<file path="src/rtl/posit_mult_arbiter.sv">
// ---------------------------------------------------------------------------
// posit_mult_arbiter
//
// Shares one pipelined 32-bit posit multiplier (fixed latency LAT, no
// backpressure, no reset) among NREQ requesters. A round-robin arbiter issues
// at most one operation per cycle. A {valid, id} tag pipe travels alongside
// the multiplier so each result can be steered into its requester's response
// FIFO. Per-requester credits stop a requester being granted when its FIFO
// could overflow. After reset a drain window ignores whatever the unreset
// multiplier still has in flight.
//
// Ports
//   clk, reset          clock, synchronous active-high reset
//   req_valid/ready     per-requester request handshake (ready is one-hot/0)
//   req_a, req_b        operands, requester i at [32i+31:32i]
//   rsp_valid/ready     per-requester response handshake
//   rsp_data/inf/zero   FIFO head per requester (product, NaR flag, zero flag)
//   mult_in1/in2/start  registered multiplier issue interface
//   mult_result/inf/    multiplier outputs, valid when mult_done is high
//   mult_zero/done
//   err_tag             sticky: mult_done disagreed with the tag pipe
// ---------------------------------------------------------------------------
module posit_mult_arbiter #(
    parameter int NREQ  = 4,
    parameter int LAT   = 4,
    parameter int DEPTH = 4
) (
    input  logic                 clk,
    input  logic                 reset,
    input  logic [NREQ-1:0]      req_valid,
    output logic [NREQ-1:0]      req_ready,
    input  logic [32*NREQ-1:0]   req_a,
    input  logic [32*NREQ-1:0]   req_b,
    output logic [NREQ-1:0]      rsp_valid,
    input  logic [NREQ-1:0]      rsp_ready,
    output logic [32*NREQ-1:0]   rsp_data,
    output logic [NREQ-1:0]      rsp_inf,
    output logic [NREQ-1:0]      rsp_zero,
    output logic [31:0]          mult_in1,
    output logic [31:0]          mult_in2,
    output logic                 mult_start,
    input  logic [31:0]          mult_result,
    input  logic                 mult_inf,
    input  logic                 mult_zero,
    input  logic                 mult_done,
    output logic                 err_tag
);
    localparam int IDW = (NREQ > 1) ? $clog2(NREQ) : 1;
    localparam int AW  = (DEPTH > 1) ? $clog2(DEPTH) : 1;
    localparam int CW  = $clog2(DEPTH + 1);
    localparam int DW  = $clog2(LAT + 2);
    localparam logic [CW-1:0] CREDIT_MAX   = CW'(DEPTH);
    localparam logic [DW-1:0] DRAIN_CYCLES = DW'(LAT + 1);

    typedef struct packed {
        logic           vld;
        logic [IDW-1:0] id;
    } tag_t;

    typedef struct packed {
        logic        inf;
        logic        zero;
        logic [31:0] data;
    } rsp_t;

    // Arbitration and drain
    logic [DW-1:0]  drain_cnt_q, drain_cnt_d;
    logic           draining;
    logic [IDW-1:0] ptr_q, ptr_d;
    logic [NREQ-1:0] eligible;
    logic [NREQ-1:0] grant;
    logic            grant_vld;
    logic [IDW-1:0]  grant_id;
    logic [IDW-1:0]  cand;

    // Issue registers and tag pipe
    logic [31:0] mult_in1_q, mult_in1_d;
    logic [31:0] mult_in2_q, mult_in2_d;
    logic        mult_start_q, mult_start_d;
    tag_t        tag_q [LAT+1];
    tag_t        tag_d [LAT+1];
    logic        err_tag_q, err_tag_d;

    // Writeback, credits and response FIFOs
    logic            wb_en;
    rsp_t            wb_entry;
    logic [NREQ-1:0] push, pop;
    logic [CW-1:0]   credit_q [NREQ];
    logic [CW-1:0]   credit_d [NREQ];
    logic [CW-1:0]   cnt_q    [NREQ];
    logic [CW-1:0]   cnt_d    [NREQ];
    logic [AW-1:0]   wr_ptr_q [NREQ];
    logic [AW-1:0]   wr_ptr_d [NREQ];
    logic [AW-1:0]   rd_ptr_q [NREQ];
    logic [AW-1:0]   rd_ptr_d [NREQ];
    rsp_t            mem_q    [NREQ][DEPTH];

    function automatic logic [AW-1:0] ptr_inc(input logic [AW-1:0] p);
        return (p == AW'(DEPTH - 1)) ? '0 : p + 1'b1;
    endfunction

    assign draining = (drain_cnt_q != '0);

    // -----------------------------------------------------------------------
    // Eligibility, round-robin grant, pointer and drain counter
    // -----------------------------------------------------------------------
    always_comb begin
        // NOTE: every signal gets a default before any conditional logic so no latch is inferred.
        eligible    = '0;
        grant       = '0;
        grant_vld   = 1'b0;
        grant_id    = '0;
        cand        = '0;
        ptr_d       = ptr_q;
        drain_cnt_d = draining ? drain_cnt_q - 1'b1 : drain_cnt_q;

        for (int i = 0; i < NREQ; i++) begin
            eligible[i] = req_valid[i] && (credit_q[i] != '0) && !draining;
        end

        // Scan upward from the pointer, wrapping, and take the first eligible index.
        for (int off = 0; off < NREQ; off++) begin
            cand = ((int'(ptr_q) + off) >= NREQ) ? IDW'(int'(ptr_q) + off - NREQ)
                                                 : IDW'(int'(ptr_q) + off);
            if (!grant_vld && eligible[cand]) begin
                grant_vld = 1'b1;
                grant_id  = cand;
            end
        end

        if (grant_vld) begin
            grant[grant_id] = 1'b1;
            ptr_d = (grant_id == IDW'(NREQ - 1)) ? '0 : grant_id + 1'b1;
        end
    end

    // -----------------------------------------------------------------------
    // Issue, tag pipe, writeback and alignment check
    // -----------------------------------------------------------------------
    always_comb begin
        mult_in1_d   = mult_in1_q;
        mult_in2_d   = mult_in2_q;
        mult_start_d = grant_vld;
        for (int i = 0; i < NREQ; i++) begin
            if (grant[i]) begin
                mult_in1_d = req_a[32*i +: 32];
                mult_in2_d = req_b[32*i +: 32];
            end
        end

        // Stage 0 loads with mult_start, so stage LAT lines up with mult_done.
        tag_d[0] = '{vld: grant_vld, id: grant_id};
        for (int s = 1; s <= LAT; s++) begin
            tag_d[s] = tag_q[s-1];
        end

        wb_en    = mult_done && tag_q[LAT].vld && !draining;
        wb_entry = '{inf: mult_inf, zero: mult_zero, data: mult_result};

        // During drain the multiplier may still emit pre-reset results.
        err_tag_d = err_tag_q || (!draining && (mult_done != tag_q[LAT].vld));
    end

    // -----------------------------------------------------------------------
    // Credits and FIFO bookkeeping
    // -----------------------------------------------------------------------
    always_comb begin
        push = '0;
        pop  = '0;
        for (int i = 0; i < NREQ; i++) begin
            push[i] = wb_en && (tag_q[LAT].id == IDW'(i));
            pop[i]  = rsp_ready[i] && (cnt_q[i] != '0);

            credit_d[i] = credit_q[i];
            if (grant[i] && !pop[i]) begin
                credit_d[i] = credit_q[i] - 1'b1;
            end else if (pop[i] && !grant[i]) begin
                credit_d[i] = credit_q[i] + 1'b1;
            end

            cnt_d[i] = cnt_q[i];
            if (push[i] && !pop[i]) begin
                cnt_d[i] = cnt_q[i] + 1'b1;
            end else if (pop[i] && !push[i]) begin
                cnt_d[i] = cnt_q[i] - 1'b1;
            end

            wr_ptr_d[i] = push[i] ? ptr_inc(wr_ptr_q[i]) : wr_ptr_q[i];
            rd_ptr_d[i] = pop[i]  ? ptr_inc(rd_ptr_q[i]) : rd_ptr_q[i];
        end
    end

    // -----------------------------------------------------------------------
    // State registers
    // -----------------------------------------------------------------------
    always_ff @(posedge clk) begin
        // NOTE: non-blocking assignments so every flop samples pre-edge values.
        if (reset) begin
            drain_cnt_q  <= DRAIN_CYCLES;
            ptr_q        <= '0;
            mult_in1_q   <= '0;
            mult_in2_q   <= '0;
            mult_start_q <= 1'b0;
            err_tag_q    <= 1'b0;
            for (int s = 0; s <= LAT; s++) begin
                tag_q[s] <= '0;
            end
            for (int i = 0; i < NREQ; i++) begin
                credit_q[i] <= CREDIT_MAX;
                cnt_q[i]    <= '0;
                wr_ptr_q[i] <= '0;
                rd_ptr_q[i] <= '0;
            end
        end else begin
            drain_cnt_q  <= drain_cnt_d;
            ptr_q        <= ptr_d;
            mult_in1_q   <= mult_in1_d;
            mult_in2_q   <= mult_in2_d;
            mult_start_q <= mult_start_d;
            err_tag_q    <= err_tag_d;
            tag_q        <= tag_d;
            credit_q     <= credit_d;
            cnt_q        <= cnt_d;
            wr_ptr_q     <= wr_ptr_d;
            rd_ptr_q     <= rd_ptr_d;
        end
    end

    // NOTE: FIFO storage is not reset; occupancy counters alone define what is valid.
    always_ff @(posedge clk) begin
        for (int i = 0; i < NREQ; i++) begin
            if (push[i]) begin
                mem_q[i][wr_ptr_q[i]] <= wb_entry;
            end
        end
    end

    // -----------------------------------------------------------------------
    // Outputs
    // -----------------------------------------------------------------------
    always_comb begin
        for (int i = 0; i < NREQ; i++) begin
            rsp_valid[i]         = (cnt_q[i] != '0);
            rsp_data[32*i +: 32] = mem_q[i][rd_ptr_q[i]].data;
            rsp_inf[i]           = mem_q[i][rd_ptr_q[i]].inf;
            rsp_zero[i]          = mem_q[i][rd_ptr_q[i]].zero;
        end
    end

    assign req_ready  = grant;
    assign mult_in1   = mult_in1_q;
    assign mult_in2   = mult_in2_q;
    assign mult_start = mult_start_q;
    assign err_tag    = err_tag_q;

endmodule

</file>
<file path="config.mk">
export PLATFORM = sky130hd
export DESIGN_NAME = posit_mult_arbiter
export DESIGN_NICKNAME = d
export VERILOG_FILES = /design/src/rtl/posit_mult_arbiter.sv
export SDC_FILE = /design/constraint.sdc
export NUM_CORES = 1
export LEC_CHECK = 0
export CAP_MARGIN = 20
export CORE_ASPECT_RATIO = 1.1
export CORE_MARGIN = 4
export CORE_UTILIZATION = 47
export CTS_CLUSTER_DIAMETER = 40
export DETAILED_ROUTE_END_ITERATION = 6
export PLACE_DENSITY = 0.76
export RECOVER_POWER = 25
export SETUP_SLACK_MARGIN = 0.2
export SYNTH_ARGS = -nofsm -noshare
export SYNTH_HDL_FRONTEND = slang
export SYNTH_SLANG_ARGS = --single-unit
export TNS_END_PERCENT = 10
</file>
<file path="constraint.sdc">
create_clock -name clk -period 3.4 [get_ports clk]
set_input_delay 0.51 -clock clk [delete_from_list [all_inputs] [get_ports clk]]
set_output_delay 0.51 -clock clk [all_outputs]
set_load 0.005 [all_outputs]
</file>
---- Word-level counts from Yosys, hierarchy flattened ----
Memories as Yosys holds them, arrays and structs flattened.
Cells that the tools add are included.
word-level totals
  memories ................................ 1
  logic and storage cells ................. 283
  output and inout bits ................... 210
  RAM bits ................................ 544
  bits of input ports ..................... 301
  flip-flop bits (word level) ............. 125
memories
  memory  depth  width  read ports  clocked after Yosys merged registers in  write ports  RTL line  RTL
  mem_q   4      136    4           0                                        1            96        rsp_t mem_q [NREQ][DEPTH];
cells by class
  bitwise logic cells ..................... 8
  equality and inequality tests ........... 13
  muxes and demuxes ....................... 93
  add/sub/neg operators ................... 33
  magnitude comparators ................... 22
  reduce and logical (&&, ||, !) cells .... 82
operator list
  cell                 number
  $mux 136             10
  $mux 34              12
  $reduce_or 136->1    3
  $bmux 34 s2          4
  $demux 34 s2         4
  $mux 32              8
  $mux 3               16
  $logic_and 1x1->1    43
  $mux 2               20
  $ge 3x3->1 const B   11
  $reduce_bool 3->1    9
  $sub 3x1->3 const B  9
  $add 3x1->3 const B  8
  $not 2->3            8
  $eq 2x2->1 const B   11
  $add 2x1->2 const B  9
  $logic_not 1->1      16
  $reduce_bool 2->1    8
  $lt 2x3->1 const B   5
  $mux 1               13
  $lt 3x1->1 const B   4
  $bmux 1 s2           4
  $sub 2x1->2 const B  4
  $add 2x2->3 const B  2
  other kinds (10)     10

---- Longest topological paths before layout ----
  depth after elaboration ................. 24
  gate-level depth with buffers ........... 17
  gate-level depth less buffers ........... 14

---- Worst setup path after synthesis ----
OpenSTA, ideal clock, no wires.
  path kind ............................... flip-flop to flip-flop
  start ................................... register drain_cnt_q[0]
  end ..................................... register credit_q[2] (netlist bit)
  cell stages (with the launch flop) ...... 18
  arrival time ............................ 3.620 ns
  data required time ...................... 3.335 ns
  slack ................................... -0.286 ns
  library setup time ...................... 0.065 ns
  path buffers ............................ 3
  clock period less this slack ............ 3.686 ns
  path through ............................ dfxtp_1 inv_1 ha_1 and3b_1 o2bb2ai_2 buf_4 nand2_1 o21ai_0 ha_1 clkbuf_1 clkbuf_1 and2_1 ha_1 inv_1 fa_1 xor2_1 or3_1 nand3_1
on the way
  longest elaborated chain between the ends .. 23
  elaborated cells on any way between the ends .. 39
  those cells by class .................... order compare: 2; mux: 20; reduce/logical: 17
ends and longest elaborated chain
  item                                     RTL line  RTL
  start: declaration                       67        logic [DW-1:0] drain_cnt_q, drain_cnt_d;
  start signal: assignment                 215       drain_cnt_q <= drain_cnt_d;
  $reduce_bool 3->1 *                      102       assign draining = (drain_cnt_q != '0);
  $logic_not 1->1 *                        118       eligible[i] = req_valid[i] && (credit_q[i] != '0) && !draining;
  $logic_and 1x1->1                        118
  $bmux 1 s2                               125       if (!grant_vld && eligible[cand]) begin
  $mux 1 (implied by the code)             125
  $mux 1                                   125
  $logic_not 1->1                          125
  $logic_and 1x1->1                        125
  (+7 left out)                            -
  net grant_id[0]                          73        logic [IDW-1:0] grant_id;
  (+1 left out)                            -
  $logic_and 1x1->1 (implied by the code)  132       grant[grant_id] = 1'b1;
  $mux 1 (implied by the code)             132
  $demux 1 s2 *                            132
  $mux 4 *                                 131       if (grant_vld) begin
  net req_ready[3]                         31        output logic [NREQ-1:0] req_ready,
  $logic_not 1->1                          177       end else if (pop[i] && !grant[i]) begin
  $logic_and 1x1->1                        177
  $reduce_bool 2->1 (no source line)       -
  end signal: assignment                   222       credit_q <= credit_d;
  end: declaration                         88        logic [CW-1:0] credit_q [NREQ];
Mark *: on every way through the listed nets, which the timed path passes. The rest lies on a longest branch. The select of a mux whose other input is x is not followed.
A chain may end at the register's enable or synchronous reset.

---- Worst setup path after layout ----
  start ................................... register credit_q[10] (netlist bit)
  end ..................................... output req_ready[1]
on the way
  longest elaborated chain between the ends .. 20
  elaborated cells on any way between the ends .. 31
  those cells by class .................... order compare: 2; mux: 19; reduce/logical: 10
ends and longest elaborated chain
  item                                                                   RTL line
  $reduce_bool 3->1 *                                                    118
  $logic_and 1x1->1 * (2 in a row)                                       118
  $bmux 1 s2                                                             125
  $mux 1 (implied by the code)                                           125
  $mux 1                                                                 125
  $logic_not 1->1                                                        125
  $logic_and 1x1->1                                                      125
  $mux 1                                                                 125
  (+3 left out)                                                          -
  $logic_not 1->1                                                        125
  $logic_and 1x1->1                                                      125
  $mux 2                                                                 125
  $lt 2x3->1 (implied by the code) / $ge 2x1->1 (equally long branches)  132
  $logic_and 1x1->1 (implied by the code)                                132
  $mux 1 (implied by the code)                                           132
  $demux 1 s2                                                            132
  $mux 4 *                                                               131
  end: declaration                                                       31
Every way passes the cells marked *; elsewhere a longest branch is shown, timed or not. The select of a mux whose other input is x is not followed.

==> results_dict.tcl <==
set metrics [dict create \
    critical_path_arrival_ps 2730 \
    critPathLaunchType "flip-flop" \
    synth_edf_count 544 \
    relative_slew_slack -0.702 \
    status "complete, but fails checks" \
    sequential_to_total_area_share_from_yosys_stat 0.686 \
    hpwlAfterDp_um 48200 \
    switching_portion_of_total_power 0.236 \
    clk_root_buffer_cell "sky130_fd_sc_hd__clkbuf_16" \
    grt_util_all_layers 0.241 \
    netlist_top_cells_area "sky130_fd_sc_hd__edfxtp_1 60%, sky130_fd_sc_hd__mux4_2 11%, sky130_fd_sc_hd__dfxtp_1 9.1%, sky130_fd_sc_hd__mux2i_1 2.8%, sky130_fd_sc_hd__o31ai_2 2.3%" \
    use_met3 0.0593 \
    worstReg2RegStart "drain_cnt_q[1]" \
    synth_area_mm2 0.0274 \
    synth_compound_area_frac 0.0840 \
    initial_standard_cell_utilization_of_the_core 0.477 \
    core_area_mm2 0.0576 \
    asyncSetResetFlopFracSynth 0 \
    whs_path_depth 1 \
    post-route-min-period_ps 3240 \
    detailroute.via_count 16752 \
    yosysTopAreaCellShare 0.595 \
    ratio_of_cells_with_drive_above_1_in_the_final_layout 0.217 \
    design.die.area_mm2 0.0623 \
    reg2reg_slack_ps 360 \
    synth_seq_cells 669 \
    worst_slew_pin_slew_ps 2550 \
    synthesis.yosys.warnings 0 \
    grt_busiest_layer "met2" \
    max_cap_viol_count 1 \
    numClockSinks 669 \
    worstHoldStart "tag_d[2]" \
    p_int_mw 15.4 \
    grt_util_met2 0.443 \
    finalWeightedCongestion 0.815 \
    netlist_instances 1569 \
    holdPathEnd "tag_q[2]" \
    drt_first_pass_iters 5 \
    die_height_um 261 \
    ir_drop_uv 385 \
    timing.setup.tns_ps 0 \
    layout_commonest_cell "sky130_fd_sc_hd__edfxtp_1" \
    post-place-cells 2792 \
    slew_violations 57 \
    postSynth.topFlopCell "sky130_fd_sc_hd__edfxtp_1" \
    worstPathMaxFanout 6 \
    clock.fmax_ghz 0.309 \
    crit_path_end_kind "output port" \
    synth_top_family_by_area "multiplexers" \
    route.detailed.vias_per_inst 5.67 \
    post_cts_hold_buffer_count 0 \
    power_share_of_the_combinational_group 0.118 \
    synth_area_per_cell_um2 17.5 \
    final_cells 2955 \
    setup_viol 0 \
    r2r.worst_path.cells 15 \
    synth_mux_area_frac 0.140 \
    timing.final.hold_violations 0 \
    synth-adder-area-share 0.0218 \
    synthSimpleGateAreaFrac 0.0388 \
    num_rows 92 \
    ant_nets 0 \
    synth.net_count 1913 \
    clock_group_share_of_total_power 0.425 \
    worstPathRequired_ps 2890 \
    layout_common_cells "544 x sky130_fd_sc_hd__edfxtp_1, 482 x sky130_fd_sc_hd__clkdlybuf4s50_1, 136 x sky130_fd_sc_hd__mux4_2" \
    drt_iter0_markers 987 \
    grt_pass1_vias 18004 \
    grt_start_max_net_pins 111 \
    drt-total-wl_um 76500 \
    number_of_port_buffers 510 \
    syn2layout_area_growth_pct 33.7 \
    grt_first_pass_wirelength_um 113000 \
    drc_errors 0 \
    cellLeakagePower_nw 11.9 \
    global_route.overflow_total 0 \
    ys_types 49 \
    final_nets 2475 \
    synth_largest_area_cell "sky130_fd_sc_hd__edfxtp_1" \
    synthXorXnorAreaFrac 0.00542 \
    rsz0062_at_grt "yes" \
    ctsLongestPathBuffers 3 \
    clkTransAtPathRegs_ps 50 \
    min_path_type "reg2reg" \
    power.density_cell_area_mw_per_mm2 550 \
    post-route-period-util 0.953 \
    share_seq_of_total_power 0.457 \
    cts_made_buffers 80 \
    grtUsageMet1 0.279 \
    insertion_delay_ps 620 \
    floorplan.io_pins 511 \
    clock_tree.htree_level_count 3 \
    layout_skew_ps 28.2 \
    chipWidth_um 238 \
    net-switching-power_mw 4.76 \
    initial_antenna_violation_count 3 \
    wl_per_cell_um 25.9 \
    violations "capacitance limit, slew limit" \
    worstSetupPathType "reg2out" \
    clock_tree_from_tritoncts "built" \
    reg2reg_end "credit_q[8]" \
]
synthesized netlist by cell type, drive strengths merged, types with 8 or more instances:
cell and count:
o31ai 65, edfxtp 544, mux4 136, nor2 34
a211oi 65, ha 35, clkbuf 55, or3 19
nor2b 78, mux2i 77, dfxtp 125, and2 19
inv 28, a21oi 149, fa 8, nand2 16
xor2 15, buf 53, nand3 9, o21ai 11
power groups by stage:
stage | Combinational (mW) | Sequential [mW] | Clock [mW]
6_report | 2.37 | 9.22 | 8.58
3_3_place_gp | 2.26 | 9.42 | 0
3_5_place_dp | 2.31 | 9.43 | 0
5_1_grt | 2.57 | 9.25 | 9.11
2_1_floorplan | 1.15 | 9.29 | 0
4_1_cts | 2.41 | 9.23 | 8.72
area by class of cell:
| cell class | instances | area [µm²] |
|---|---|---|
| clock inverters | 60 | 622 |
| clock buffers | 90 | 2090 |
| fillers | 3947 | 20900 |
| well taps | 752 | 941 |
| repair buffers | 588 | 6000 |
| inverters | 29 | 110 |
| multi-input cells | 763 | 8070 |
| diodes | 4 | 10.0 |
| flip-flops and latches | 669 | 18900 |
routing by layer:
layer  vias up  wire [µm]
li1       7376          -
met2       786      41400
met4         2       2240
met1      8488      26700
met3       100       6190
met5         -          8
through the flow:
stage / instance area (µm²) / total power, mW / hold WS, ps / worst slack [ps] / utilization
final: 36700 / 20.2 / 438 / 159 / 0.638
after detailed placement: 33900 / 11.7 / 432 / -69.3 / 0.588
after global placement: 33900 / 11.7 / 421 / 55.7 / 0.588
after floorplan: 27500 / 10.4 / 414 / 192 / -
after global routing: 36700 / 20.9 / 465 / 67.5 / 0.638
after CTS: 36600 / 20.4 / 446 / 98.6 / 0.637
worst max path at each step:
stage,startpoint,end,slack [ps],cells past startpoint
2_1_floorplan,drain_cnt_q[1],credit_q[2],190,17
3_3_place_gp,req_valid[1],credit_q[2],60,14
3_5_place_dp,req_valid[3],credit_q[8],-70,14
4_1_cts,credit_q[3],req_ready[0],100,9
5_1_grt,drain_cnt_q[1],req_ready[0],70,10
6_report,credit_q[10],req_ready[1],160,9
cells by family (layout without fill, tap and decap cells):
logic type                 count (synthesis)  count (layout)
DFF                                      669             669
AOI/OAI and AO/OA                        304             304
muxes                                    213             213
and+or+nand+nor                          186             186
buffers and inverters                    137             767
adders and majority gates                 43              43
xor gates and xnor gates                  17              17
other                                      0               4
critical path: stages, from the launching register on:
cell                       delay, ps
sky130_fd_sc_hd__dfxtp_1         320
sky130_fd_sc_hd__or3_4           460
sky130_fd_sc_hd__a32oi_1         250
sky130_fd_sc_hd__o221ai_1        190
sky130_fd_sc_hd__buf_4           180
sky130_fd_sc_hd__buf_4           140
sky130_fd_sc_hd__ha_4            150
sky130_fd_sc_hd__and2_1          160
sky130_fd_sc_hd__buf_4           160
sky130_fd_sc_hd__buf_12          120
repair_timing:
item | 4_1_cts | 5_1_grt
pin swaps | 9 | 10
endpoints found under the setup margin | 71 | 73
buffers inserted | 7 | 2
gates resized for setup | 8 | 5
state kept, by name (all words and copies together), names as in the netlist:
register and cells:
rd_ptr_q 8, tag_q 3, mult_in2 32, cnt_q 12, wr_ptr_q 8, ptr_q 2
mult_in1 32, mem_q 544, drain_cnt_q 3, tag_d 12, credit_q 12, err_tag 1
Power figures use the tool's default switching activity.
